File: src/rtl/keyed_secded_pipe_if.sv
// keyed_secded_pipe_if: valid/ready stream bundle for the keyed SEC-DED pipeline
// in_*  : received word + check bits toward the block (slave consumes)
// out_* : corrected word + error flags from the block (slave produces)
interface keyed_secded_pipe_if #(
  parameter int DATA_W = 32
);
  function automatic int calc_p(input int dw);
    int p;
    p = 1;
    while ((1 << p) < dw + p + 1) p++;
    return p;
  endfunction
  localparam int CHK_W = calc_p(DATA_W) + 1;
  logic              in_valid;
  logic              in_ready;
  logic [DATA_W-1:0] in_data;
  logic [CHK_W-1:0]  in_chk;
  logic              out_valid;
  logic              out_ready;
  logic [DATA_W-1:0] out_data;
  logic              out_sb_err;
  logic              out_db_err;
  modport master (
    output in_valid, in_data, in_chk, out_ready,
    input  in_ready, out_valid, out_data, out_sb_err, out_db_err
  );
  modport slave (
    input  in_valid, in_data, in_chk, out_ready,
    output in_ready, out_valid, out_data, out_sb_err, out_db_err
  );
endinterface

File: src/rtl/keyed_secded_pipe.sv
// keyed_secded_pipe: two-stage SEC-DED check/correct pipeline with a locking key and saturating error counters
// clk, rst_n            : clock, async active-low reset
// bus (slave)           : in_valid/in_ready/in_data/in_chk, out_valid/out_ready/out_data/out_sb_err/out_db_err
// corr_en               : 1 corrects single data-bit errors, 0 only reports
// key_load, key_in      : load the unlocking key register
// corr_cnt, uncorr_cnt  : saturating corrected / uncorrectable word counts
// cnt_clr               : synchronous clear of both counters
module keyed_secded_pipe #(
  parameter int                DATA_W   = 32,
  parameter int                CNT_W    = 16,
  parameter logic [DATA_W-1:0] KEY_MASK = 32'hA5C3_0F96
) (
  input  logic                   clk,
  input  logic                   rst_n,
  keyed_secded_pipe_if.slave     bus,
  input  logic                   corr_en,
  input  logic                   key_load,
  input  logic [DATA_W-1:0]      key_in,
  output logic [CNT_W-1:0]       corr_cnt,
  output logic [CNT_W-1:0]       uncorr_cnt,
  input  logic                   cnt_clr
);
  function automatic int calc_p(input int dw);
    int p;
    p = 1;
    while ((1 << p) < dw + p + 1) p++;
    return p;
  endfunction
  localparam int P = calc_p(DATA_W);
  localparam int N = DATA_W + P;
  localparam logic [P-1:0] NP = P'(N);
  // codeword position of each data bit: the non-power-of-2 slots in ascending order
  function automatic logic [DATA_W-1:0][P-1:0] calc_pos();
    logic [DATA_W-1:0][P-1:0] r;
    int k;
    r = '0;
    k = 0;
    for (int q = 1; q <= N; q++)
      if ((q & (q - 1)) != 0) begin
        r[k] = P'(q);
        k++;
      end
    return r;
  endfunction
  localparam logic [DATA_W-1:0][P-1:0] POS = calc_pos();
  logic [DATA_W-1:0] key_reg, delta, d1, od, fix;
  logic [P-1:0]      rc, syn, s1;
  logic              pm, sb0, db0, v1, sb1, db1, ce1, ov, osb, odb, adv;
  assign delta = key_reg ^ KEY_MASK;
  assign adv   = !ov | bus.out_ready;
  assign bus.in_ready   = adv;
  assign bus.out_valid  = ov;
  assign bus.out_data   = od;
  assign bus.out_sb_err = osb;
  assign bus.out_db_err = odb;
  // a wrong key perturbs syndrome and parity, so a locked block misclassifies clean words
  always_comb begin
    rc = '0;
    for (int j = 0; j < DATA_W; j++)
      for (int i = 0; i < P; i++)
        if (POS[j][i]) rc[i] = rc[i] ^ bus.in_data[j];
    syn = rc ^ bus.in_chk[P-1:0] ^ delta[P-1:0];
    pm  = ^bus.in_data ^ ^bus.in_chk ^ delta[P];
    sb0 = pm && (syn <= NP);
    db0 = (syn != '0 && !pm) || (pm && syn > NP);
  end
  // syndromes naming a check-bit slot (or zero) match no data position, so leave data alone
  always_comb begin
    fix = '0;
    for (int j = 0; j < DATA_W; j++) fix[j] = ce1 && sb1 && (s1 == POS[j]);
  end
  always_ff @(posedge clk or negedge rst_n) begin
    if (!rst_n) begin
      key_reg    <= '0;
      v1         <= 1'b0;
      d1         <= '0;
      s1         <= '0;
      sb1        <= 1'b0;
      db1        <= 1'b0;
      ce1        <= 1'b0;
      ov         <= 1'b0;
      od         <= '0;
      osb        <= 1'b0;
      odb        <= 1'b0;
      corr_cnt   <= '0;
      uncorr_cnt <= '0;
    end else begin
      if (key_load) key_reg <= key_in;
      if (adv) begin
        v1  <= bus.in_valid;
        d1  <= bus.in_data ^ delta;
        s1  <= syn;
        sb1 <= bus.in_valid & sb0;
        db1 <= bus.in_valid & db0;
        ce1 <= corr_en;
        ov  <= v1;
        od  <= d1 ^ fix;
        osb <= v1 & sb1;
        odb <= v1 & db1;
      end
      if (cnt_clr) corr_cnt <= '0;
      else if (adv && v1 && sb1 && corr_cnt != '1) corr_cnt <= corr_cnt + 1'b1;
      if (cnt_clr) uncorr_cnt <= '0;
      else if (adv && v1 && db1 && uncorr_cnt != '1) uncorr_cnt <= uncorr_cnt + 1'b1;
    end
  end
endmodule

File: src/flat_wrapper.sv
// flat-port wrapper written by rule: the top's interface ports become plain ports
module keyed_secded_pipe_flat 
#(
  parameter int                DATA_W   = 32,
  parameter int                CNT_W    = 16,
  parameter logic [DATA_W-1:0] KEY_MASK = 32'hA5C3_0F96
)
  (clk, rst_n, corr_en, key_load, key_in, corr_cnt, uncorr_cnt, cnt_clr, bus_in_valid, bus_in_data, bus_in_chk, bus_out_ready, bus_in_ready, bus_out_valid, bus_out_data, bus_out_sb_err, bus_out_db_err);
  keyed_secded_pipe_if #(.DATA_W(DATA_W)) bus_i ();
  input  logic clk;
  input  logic rst_n;
  input  logic corr_en;
  input  logic key_load;
  input  logic [DATA_W-1:0] key_in;
  output logic [CNT_W-1:0] corr_cnt;
  output logic [CNT_W-1:0] uncorr_cnt;
  input  logic cnt_clr;
  input wire logic [$bits(bus_i.in_valid)-1:0] bus_in_valid;
  input wire logic [$bits(bus_i.in_data)-1:0] bus_in_data;
  input wire logic [$bits(bus_i.in_chk)-1:0] bus_in_chk;
  input wire logic [$bits(bus_i.out_ready)-1:0] bus_out_ready;
  output wire logic [$bits(bus_i.in_ready)-1:0] bus_in_ready;
  output wire logic [$bits(bus_i.out_valid)-1:0] bus_out_valid;
  output wire logic [$bits(bus_i.out_data)-1:0] bus_out_data;
  output wire logic [$bits(bus_i.out_sb_err)-1:0] bus_out_sb_err;
  output wire logic [$bits(bus_i.out_db_err)-1:0] bus_out_db_err;
  assign bus_i.in_valid = bus_in_valid;
  assign bus_i.in_data = bus_in_data;
  assign bus_i.in_chk = bus_in_chk;
  assign bus_i.out_ready = bus_out_ready;
  assign bus_in_ready = bus_i.in_ready;
  assign bus_out_valid = bus_i.out_valid;
  assign bus_out_data = bus_i.out_data;
  assign bus_out_sb_err = bus_i.out_sb_err;
  assign bus_out_db_err = bus_i.out_db_err;
  keyed_secded_pipe #(.DATA_W(DATA_W), .CNT_W(CNT_W), .KEY_MASK(KEY_MASK)) u_core (.clk(clk), .rst_n(rst_n), .bus(bus_i), .corr_en(corr_en), .key_load(key_load), .key_in(key_in), .corr_cnt(corr_cnt), .uncorr_cnt(uncorr_cnt), .cnt_clr(cnt_clr));
endmodule
File: config.mk
export PLATFORM = sky130hd
export DESIGN_NAME = keyed_secded_pipe_flat
export DESIGN_NICKNAME = d
export VERILOG_FILES = /design/src/rtl/keyed_secded_pipe_if.sv /design/src/rtl/keyed_secded_pipe.sv /design/src/flat_wrapper.sv
export SDC_FILE = /design/constraint.sdc
export NUM_CORES = 1
export LEC_CHECK = 0
export CORE_MARGIN = 8
export CORE_UTILIZATION = 58
export CTS_BUF_LIST = sky130_fd_sc_hd__clkbuf_8
export DETAILED_ROUTE_END_ITERATION = 8
export GPL_ROUTABILITY_DRIVEN = 0
export PLACE_DENSITY = 0.86
export SLEW_MARGIN = 20
export SYNTH_ARGS = -nofsm -noshare
export SYNTH_HDL_FRONTEND = slang
export SYNTH_SLANG_ARGS = --single-unit
export TNS_END_PERCENT = 50
File: constraint.sdc
create_clock -name clk -period 6.55 [get_ports clk]
set_input_delay 1.6375 -clock clk [delete_from_list [all_inputs] [get_ports clk]]
set_output_delay 1.6375 -clock clk [all_outputs]
set_load 0.1 [all_outputs]
== Yosys cells after proc, flatten, opt, wreduce, memory -nomap -nowiden ==
Cells that the tools add are included.

* Word-level logic and storage cells: 200
* Bits in registers: 141
* Input port bits: 78
* Output and inout bits: 68

* Bitwise gates (word level): 96
* $lt $le $gt $ge: 2
* Add/subtract/negate cells: 2
* Equal/unequal tests: 34
* Reduce and logical (&&, ||, !) cells: 49
* Multiplexer cells: 4

{| class="wikitable"
|+ Operator list
! kind !! number
|-
| equality test 6 x 5 -> 1 bit (second input constant) || 15
|-
| XOR 1 bit || 86
|-
| 2-to-1 mux 16 bit || 4
|-
| XOR 32 bit || 2
|-
| equality test 6 x 4 -> 1 bit (second input constant) || 7
|-
| logical AND 1 bit || 41
|-
| equality test 6 bit (second input constant) || 6
|-
| adder 16 x 1 -> 16 bit (second input constant) || 2
|-
| inequality test 16 bit (second input constant) || 2
|-
| parity 32 bit || 1
|-
| equality test 6 x 3 -> 1 bit (second input constant) || 3
|-
| NOT 16 bit || 1
|-
| XOR 6 bit || 2
|-
| parity 7 bit || 1
|-
| equality test 6 x 2 -> 1 bit (second input constant) || 1
|-
| greater-than comparator 6 bit (second input constant) || 1
|-
| less-or-equal comparator 6 bit (second input constant) || 1
|-
| nonzero test 6 bit || 1
|-
| bitwise AND 1 bit || 4
|-
| nonzero test 2 bit || 2
|-
| zero test 1 bit || 2
|-
| logical OR 1 bit || 1
|-
| OR 1 bit || 1
|}

== Longest topological paths before layout ==
* Depth after elaboration: 23
* Gate-level depth with buffers: 9

== Worst setup path before layout ==
OpenSTA, ideal clock, no wires.

* Path kind: input to output
* From: input bus_out_ready
* To: output bus_in_ready
* Data arrival time: 3.191 ns
* Path slack: 1.722 ns
* Data required time: 4.912 ns
* Stages: 5
* Buffers on the path: 3
* Path through: nor2b_1 clkbuf_1 inv_2 clkbuf_1 clkbuf_1

* Word-level cells in the longest chain between the ends: 1

{| class="wikitable"
|+ Ends and longest elaborated chain
! item !! line !! source
|-
| from (decl) || flat_wrapper.sv:21 || <nowiki>input wire logic [$bits(bus_i.out_ready)-1:0] bus_out_ready;</nowiki>
|-
| OR 1 bit || keyed_secded_pipe.sv:50 || <nowiki>assign adv = !ov | bus.out_ready;</nowiki>
|-
| to (decl) || flat_wrapper.sv:22 || <nowiki>output wire logic [$bits(bus_i.in_ready)-1:0] bus_in_ready;</nowiki>
|}

No other way between the ends.

== Final worst setup path ==
Same ends and word-level chain as after synthesis.

==> run metrics <==
cts hold-fix bufs 0; fmax 214 MHz; RSZ-0062 raised after global routing false; Rel. slew slack 32.9%; vias in the first global route 5685; mapped cell area 0.00713 sq mm; Hold WS 0.477 ns; initial antenna violation count 0; worst-path fanout max 48; Fill cells 768; Synth Net Count 759; CTS clk-pin slew, worst paths 0.07 ns; highest-count cells in the layout ignoring fill and taps 142 x clkdlybuf4s50_1, 141 x dfrtp_1, 98 x nand2_1; GRT Overall Usage 22.8%; CP Launch Point bus_out_ready; Routed WL 17900 um; Die X 127 um; Setup Viol. Count Final 0; share of cells above drive strength 1 9.25%; largest net degree at the start of global routing 107; max cap viols 0; Ports 146; Worst Path Required 4.91 ns; TritonCTS Sinks 141; Critical R2R Launch u_core.bus.out_valid; pwr/cell area 336 mW/mm^2; fraction of registers with async set/reset 100%; kind of critical path in2out; Synth cell types 39; hold path start u_core.ce1; commonest non-fill, non-tap cell in the layout clkdlybuf4s50_1; setup_tns 0 ns; FF+latch count, synth 141; vias 5377; mean routed wirelength per cell 18.3 um; Peak VDD IR 0.200 mV; post-CTS setup buffer count 0; Mapped Cells 679; Std-Cell Rows 40; Pins Over Slew Limit 0; via/cell ratio 5.49; LEAKAGE 0.00382 uW; Most used DFF post-synth dfrtp_1; Post-CTS Resized 0; status complete, no violations; Mapped Avg Cell Area 10.5 sq um; Hold Path Class reg2reg; number of flops mapped to enable cells by yosys 0; type of origin of the critical path input pin; clk_lat worst skew 0.45 ns; # DRC 0; warning count from the yosys run 0; Area Overhead vs Synth 28.5%; TritonRoute pass-1 iters 6; Tmin final 4.68 ns; core footprint 0.0120 sq mm; port bufs 145; clk buf depth 2; period utilization 71.4%; DR iter-0 viols 451; CTS tree done; Final HPWL DP 13400 um; number of CTS-inserted buffers 17; Root Driver clkbuf_8; fin nets 899; die height 127 um; Initial Util 59.4%; CTS H-Tree Depth 4; number of diodes 0; Die ar. 0.0161 sq mm; global-route wire length before repair 29000 um; Final Hold Viols 0; post-route ant nets 0; Seq/Total Area, Yosys 49.5%; kind of end point of the critical path primary output; Least-Margin Pin Slew 1.00 ns; clk_skew 0.00789 ns; remaining global-route overflow 0; arrival time worst endpoint 3.04 ns
## through the flow
stage	power [uW]	setup WS [ns]	instances	util (%)	area, sq um
final	3080	1.87	979	76.3	9170
after global routing	3210	1.81	979	76.3	9170
after CTS	3090	1.88	979	76.4	9170
after detailed placement	2290	1.91	947	72.4	8700
after global placement	2260	1.90	947	72.4	8700
after floorplan	1970	1.72	679	-	7130
## synth_stat cells (all sizes together) (6+ instances only)
library cell    n  area share, %
dfrtp         141             49
nand2          98            5.2
mux2           32            5.1
o21ai          49            3.4
nand4           9           0.79
xnor3          14            4.5
and4            6           0.74
a21oi          21            1.5
nor3            6           0.42
xnor2          78            9.7
nand3          18            1.3
nor2           68            3.6
clkbuf         25            1.3
xor2           72            8.8
## final timing paths
kind	end	slack (ns)	cells after the start
setup / recovery	bus_in_ready	1.87	5
hold reg to reg	u_core.ce1	0.48	2
max in group asynchronous	u_core.d1[13]	4.06	2
min in group asynchronous	u_core.corr_cnt[5]	1.20	1
setup reg to reg	u_core.uncorr_cnt[11]	3.89	9
hold / removal	u_core.ce1	0.48	2
## area by class of cell
class                   instances  area, sq um  area share [%]
repair buffers                149         1480            16.1
well taps                     147          184            2.01
clock buffers                  23          317            3.45
inverters                       2         7.51          0.0819
flip-flops and latches        141         3530            38.5
clock inverters                 9          155            1.69
multi-input cells             508         3500            38.2
## layer usage
metal	global-route usage, %	vias to the layer above	share of wire [%]
li1	-	2537	-
met1	26.9	2617	40
met2	39.2	195	51
met3	6.74	28	7.3
met4	7.42	0	1.6
met5	0	-	0
## worst max-delay path, cell delays in order
cell             delay, ns
clkdlybuf4s50_1       0.52
nor2b_4               0.06
inv_2                 0.04
buf_4                 0.38
buf_4                 0.38
## report_power, final
part           internal [uW]  switching [uW]  leakage (uW)  total, uW
clock                    476             323      0.000238        799
combinational            382             750       0.00185       1130
sequential              1010             138       0.00174       1150
## cell families after synthesis
family | synth area share, %
mux | 5.33
compound gates | 5.72
simple gates | 14.2
buf+inv | 1.58
flops | 49.5
fa+ha+maj | 0.351
xor+xnor | 23.3
Note: power is estimated with default switching activity, not from simulation.
